[src/rtl/control_fsm.sv]
// Multi-cycle RV32I main control unit. A Moore FSM sequences fetch, decode,
// execute, memory and writeback, and stalls on a single-bit memory ready.
module control_fsm (
  input  logic       clk,
  input  logic       rst_n,
  input  logic [6:0] opcode,
  input  logic       branch_cond,
  input  logic       mem_ready,
  output logic       pc_write,
  output logic       adr_src,
  output logic       mem_write,
  output logic       ir_write,
  output logic       reg_write,
  output logic [1:0] result_src,
  output logic [1:0] alu_src_a,
  output logic [1:0] alu_src_b,
  output logic [1:0] alu_op,
  output logic       is_imm,
  output logic [2:0] imm_src,
  output logic       illegal
);

  localparam logic [6:0] OP_LOAD   = 7'b0000011;
  localparam logic [6:0] OP_STORE  = 7'b0100011;
  localparam logic [6:0] OP_R      = 7'b0110011;
  localparam logic [6:0] OP_IMM    = 7'b0010011;
  localparam logic [6:0] OP_BRANCH = 7'b1100011;
  localparam logic [6:0] OP_JAL    = 7'b1101111;
  localparam logic [6:0] OP_JALR   = 7'b1100111;
  localparam logic [6:0] OP_LUI    = 7'b0110111;
  localparam logic [6:0] OP_AUIPC  = 7'b0010111;

  typedef enum logic [3:0] {
    S_FETCH    = 4'd0,
    S_DECODE   = 4'd1,
    S_MEMADR   = 4'd2,
    S_MEMREAD  = 4'd3,
    S_MEMWB    = 4'd4,
    S_MEMWRITE = 4'd5,
    S_EXECR    = 4'd6,
    S_EXECI    = 4'd7,
    S_ALUWB    = 4'd8,
    S_BRANCH   = 4'd9,
    S_JAL      = 4'd10,
    S_JALR1    = 4'd11,
    S_JALR2    = 4'd12,
    S_LUI      = 4'd13,
    S_AUIPC    = 4'd14,
    S_TRAP     = 4'd15
  } state_t;

  state_t     state_q;
  state_t     state_d;

  logic       pc_update_s;
  logic       branch_s;
  logic       ir_write_s;
  logic       mem_write_s;
  logic       reg_write_s;
  logic       adr_src_s;
  logic [1:0] result_src_s;
  logic [1:0] alu_src_a_s;
  logic [1:0] alu_src_b_s;
  logic [1:0] alu_op_s;
  logic       is_imm_s;
  logic       illegal_s;
  logic [2:0] imm_src_s;

  // State register; reset returns to FETCH immediately, aborting any instruction.
  always_ff @(posedge clk or negedge rst_n) begin
    if (!rst_n) begin
      state_q <= S_FETCH;
    end else begin
      state_q <= state_d;
    end
  end

  // Next-state and Moore output decode.
  always_comb begin
    state_d      = state_q;
    pc_update_s  = 1'b0;
    branch_s     = 1'b0;
    ir_write_s   = 1'b0;
    mem_write_s  = 1'b0;
    reg_write_s  = 1'b0;
    adr_src_s    = 1'b0;
    result_src_s = 2'b00;
    alu_src_a_s  = 2'b00;
    alu_src_b_s  = 2'b00;
    alu_op_s     = 2'b00;
    is_imm_s     = 1'b0;
    illegal_s    = 1'b0;
    case (state_q)
      S_FETCH: begin
        alu_src_b_s  = 2'b10;
        result_src_s = 2'b10;
        ir_write_s   = mem_ready;
        pc_update_s  = mem_ready;
        if (mem_ready) begin
          state_d = S_DECODE;
        end else begin
          state_d = S_FETCH;
        end
      end
      S_DECODE: begin
        // Precompute old PC + imm so BRANCH finds the target in ALUOut.
        alu_src_a_s = 2'b01;
        alu_src_b_s = 2'b01;
        case (opcode)
          OP_LOAD, OP_STORE: state_d = S_MEMADR;
          OP_R:              state_d = S_EXECR;
          OP_IMM:            state_d = S_EXECI;
          OP_BRANCH:         state_d = S_BRANCH;
          OP_JAL:            state_d = S_JAL;
          OP_JALR:           state_d = S_JALR1;
          OP_LUI:            state_d = S_LUI;
          OP_AUIPC:          state_d = S_AUIPC;
          default:           state_d = S_TRAP;
        endcase
      end
      S_MEMADR: begin
        alu_src_a_s = 2'b10;
        alu_src_b_s = 2'b01;
        if (opcode == OP_STORE) begin
          state_d = S_MEMWRITE;
        end else begin
          state_d = S_MEMREAD;
        end
      end
      S_MEMREAD: begin
        adr_src_s = 1'b1;
        if (mem_ready) begin
          state_d = S_MEMWB;
        end else begin
          state_d = S_MEMREAD;
        end
      end
      S_MEMWB: begin
        result_src_s = 2'b01;
        reg_write_s  = 1'b1;
        state_d      = S_FETCH;
      end
      S_MEMWRITE: begin
        adr_src_s   = 1'b1;
        mem_write_s = 1'b1;
        if (mem_ready) begin
          state_d = S_FETCH;
        end else begin
          state_d = S_MEMWRITE;
        end
      end
      S_EXECR: begin
        alu_src_a_s = 2'b10;
        alu_op_s    = 2'b10;
        state_d     = S_ALUWB;
      end
      S_EXECI: begin
        alu_src_a_s = 2'b10;
        alu_src_b_s = 2'b01;
        alu_op_s    = 2'b10;
        is_imm_s    = 1'b1;
        state_d     = S_ALUWB;
      end
      S_ALUWB: begin
        reg_write_s = 1'b1;
        state_d     = S_FETCH;
      end
      S_BRANCH: begin
        alu_src_a_s = 2'b10;
        alu_op_s    = 2'b01;
        branch_s    = 1'b1;
        state_d     = S_FETCH;
      end
      S_JAL, S_JALR2: begin
        // Jump target already in ALUOut; ALU forms old PC + 4 for the link.
        alu_src_a_s = 2'b01;
        alu_src_b_s = 2'b10;
        pc_update_s = 1'b1;
        state_d     = S_ALUWB;
      end
      S_JALR1: begin
        alu_src_a_s = 2'b10;
        alu_src_b_s = 2'b01;
        state_d     = S_JALR2;
      end
      S_LUI: begin
        alu_src_a_s = 2'b11;
        alu_src_b_s = 2'b01;
        state_d     = S_ALUWB;
      end
      S_AUIPC: begin
        alu_src_a_s = 2'b01;
        alu_src_b_s = 2'b01;
        state_d     = S_ALUWB;
      end
      S_TRAP: begin
        illegal_s = 1'b1;
        state_d   = S_TRAP;
      end
      default: begin
        state_d = S_FETCH;
      end
    endcase
  end

  // Immediate format follows the opcode in every state.
  always_comb begin
    case (opcode)
      OP_LOAD, OP_IMM, OP_JALR: imm_src_s = 3'b000;
      OP_STORE:                 imm_src_s = 3'b001;
      OP_BRANCH:                imm_src_s = 3'b010;
      OP_JAL:                   imm_src_s = 3'b011;
      OP_LUI, OP_AUIPC:         imm_src_s = 3'b100;
      default:                  imm_src_s = 3'b000;
    endcase
  end

  // Strobes are gated by rst_n so nothing writes while reset is held.
  assign pc_write   = rst_n & (pc_update_s | (branch_s & branch_cond));
  assign ir_write   = rst_n & ir_write_s;
  assign mem_write  = rst_n & mem_write_s;
  assign reg_write  = rst_n & reg_write_s;
  assign adr_src    = adr_src_s;
  assign result_src = result_src_s;
  assign alu_src_a  = alu_src_a_s;
  assign alu_src_b  = alu_src_b_s;
  assign alu_op     = alu_op_s;
  assign is_imm     = is_imm_s;
  assign imm_src    = imm_src_s;
  assign illegal    = illegal_s;

endmodule

[config.mk]
export PLATFORM = sky130hd
export DESIGN_NAME = control_fsm
export DESIGN_NICKNAME = d
export VERILOG_FILES = /design/src/rtl/control_fsm.sv
export SDC_FILE = /design/constraint.sdc
export NUM_CORES = 1
export LEC_CHECK = 0
export CAP_MARGIN = 25
export CORE_AREA = 2 2 44 46
export CTS_BUF_LIST = sky130_fd_sc_hd__clkbuf_4 sky130_fd_sc_hd__clkbuf_8 sky130_fd_sc_hd__clkbuf_16
export DETAILED_ROUTE_END_ITERATION = 8
export DIE_AREA = 0 0 46 48
export PLACE_DENSITY = 0.73
export SKIP_LAST_GASP = 1
export SYNTH_ARGS = -nofsm -noshare
export SYNTH_HDL_FRONTEND = slang
export SYNTH_SLANG_ARGS = --single-unit
[constraint.sdc]
create_clock -name clk -period 3.7 [get_ports clk]
set_input_delay 0.74 -clock clk [delete_from_list [all_inputs] [get_ports clk]]
set_output_delay 0.74 -clock clk [all_outputs]
set_load 0.01 [all_outputs]
==> summary.md <==
| Metric | Value |
|---|---|
| CP max stage delay | 0.54 ns |
| Slew margin rel. | 0.595 |
| Critical-path cell list | clkdlybuf4s50_1 > inv_1 > o31a_1 > o22ai_1 > and3_1 > clkdlybuf4s50_1 |
| # rows | 15 |
| Final ANT Viol Nets | 0 |
| RSZ-0062 raised after global routing | no |
| CP delay by family, top | buffers and inverters |
| # IOs | 29 |
| Crit path DAT | 2.44 ns |
| Post-route setup TNS | 0 ns |
| Actual slew at the worst max-slew pin | 0.608 ns |
| Top FF cell, synth | dfrtp_1 |
| Asr flop ratio synth | 1.00 |
| Fin cells | 138 |
| Leakage | 0.340 nW |
| Fin crit share | 0.859 |
| Top area cells in the synthesized netlist | dfrtp_1, nor2_1, o21ai_0 |
| Vias | 782 |
| Avg Cell Area, Syn | 6.58 sq um |
| Gr ovfl total | 0 |
| Global-route wire length before repair | 2.54 mm |
| Status | complete, no violations |
| Reg-to-reg endpoint | state_q[1] |
| Crit path depth | 6 |
| Clk sinks | 4 |
| Fin util | 0.547 |
| Reg2reg start | state_q[1] |
| PortBufs | 28 |
| EDFF count, synth | 0 |
| Multi-input gate area | 482 sq um |
| Global placement routability congestion | 0.773 |
| Filler Cell Count | 179 |
| Setup bufs post-CTS | 0 |
| Critical Path Source Type | primary input |
| Initial Util | 0.381 |
| Post-synth top area cell | dfrtp_1 |
| Cell with the most instances after synthesis | nor2_1 |
| Vias in the first global route | 624 |
| Final-report setup violation count | 0 |
| Placed cell count | 135 |
| Crit-path slowest cell | clkdlybuf4s50_1 |
| Reg with most FFs | state_q |
| Detailed placement HPWL | 1.26 mm |
| Synth Cell Area | 644 sq um |
| Initial antenna violation count | 0 |
| Crit. Startpoint | mem_ready |
| Layout cells sized above 1 | 0.0579 |
| Cells after synthesis | 98 |
| Crit path required time | 2.96 ns |
| Worst Setup EP | pc_write |
| Core area | 1690 sq um |
| Drt first pass iters | 4 |
| Die width | 46 microns |
| Fin. Hold Viols | 0 |
| PostCTS Resize Cnt | 0 |
| Storage element area | 100 sq um |
| Routed WL | 1.63 mm |
| Max reg flops | 4 |
| Total of max-cap violations | 0 |
| Clock transition at path regs | 0.04 ns |
| Clk_skew | 0.00224 ns |
| Crit path kind | in2out |
| VDD IR max | 0.268 mV |
| Max Freq | 0.315 GHz |
| DR vias/cell | 5.67 |
| Placed inst area | 902 sq um |
| #FFs+latches synth | 4 |
| CP bufs+invs | 3 |
| Crit-path most repeated cell | clkdlybuf4s50_1 |
| Synth cell types | 37 |
| DRC | 0 |
| CTS max path bufs | 2 |
| Post-synth top cells | nor2_1, nand2_1, o21ai_0 |
| CTS tree | done |
| Mapped Nets | 109 |
| Final Slew Violations | 0 |
| CTS Hold Bufs | 0 |
| Die height | 48 microns |
| Post-route cell area | 925 sq um |
| Clk_lat worst skew | 0.23 ns |
| # diodes | 0 |
| Yosys warning total | 0 |
| Fraction of the yosys area taken by sequential cells | 0.155 |
| Area growth, synth to finish | 43.5% |
| Min-delay worst type | in2async |
| PwrDens | 644 nW/um^2 |
| Global-route total usage across every layer | 0.158 |
| Share of the synthesized area in the top cell type | 0.155 |
| Worst-case reg-to-reg path depth | 4 |
| Wire per inst | 11.8 microns |
| Worst-path fanout max | 5 |
| Min Tclk post-route | 3.18 ns |
| TritonCTS Buffers | 3 |
| Reg2Reg Setup Slack | 2.10 ns |
| Crit. End Element | output port |
| Maximum number of pins on one net before global-route repair | 21 |
| Initial DRC Count | 8 |
| Final net count | 134 |
| H-tree depth | 1 |
| Biggest regs | state_q x4 |
| Clk root buf | clkbuf_4 |
| Die area | 2210 sq um |
## report_power, final
group	switching, mW	internal, mW
registers	0.0796	0.0620
clock network	0.0157	0.0361
logic	0.181	0.222
total	0.276	0.320
## layer usage
metal	wire length (microns)	part of all wire	up-vias	global-route usage
li1	-	-	402	-
met3	109	0.067	0	0.0453
met1	710	0.43	348	0.176
met5	0	0	-	0
met2	813	0.50	32	0.297
met4	0	0	0	0.0343
## cell families after synthesis
group / count (synthesis) / share of synthesized area
buffers and inverters: 13 / 0.0971
XOR/XNOR: 3 / 0.0408
AND/OR/NAND/NOR: 52 / 0.423
multiplexers: 1 / 0.0155
flip-flops: 4 / 0.155
AO/OA/AOI/OAI: 25 / 0.268
## worst min path at each step
stage | startpoint | endpoint
after floorplan | rst_n | state_q[0]
after global placement | state_q[3] | state_q[0]
after detailed placement | state_q[0] | state_q[2]
after CTS | rst_n | state_q[0]
after global routing | rst_n | state_q[0]
final | rst_n | state_q[0]
## per-stage QoR
stage	power (mW)	hold WS, ns	worst slack (ns)
floorplan	0.384	0.444	1.52
global placement	0.541	0.814	0.553
detailed placement	0.545	0.816	0.523
CTS	0.600	0.757	0.517
global route	0.657	0.774	0.368
finish	0.595	0.766	0.521
## placed cells by master (no fill, tap or decap), drive strengths merged, types with 3 or more instances in the layout
| cell type | n |
|---|---|
| clkdlybuf4s50 | 28 |
| nor2 | 15 |
| nand2 | 8 |
| o21ai | 7 |
| a21oi | 6 |
| nand3 | 5 |
| nor3 | 5 |
| inv | 5 |
| and2 | 4 |
| dfrtp | 4 |
| nor2b | 3 |
| clkbuf | 3 |
## layout make-up
class	count	share of cell area
Timing Repair Buffer	28	0.303
Tap cell	17	0.0230
Inverter	5	0.0203
Clock buffer	3	0.0244
Sequential cell	4	0.108
Multi-Input combinational cell	81	0.521
## worst register-to-register path: cells and delay by family, from the launching register on
kind / cells / cell delay, ns
compound gates: 2 / 0.27
flops: 1 / 0.72
simple gates: 2 / 0.46
Note: power is estimated with default switching activity, not from simulation.
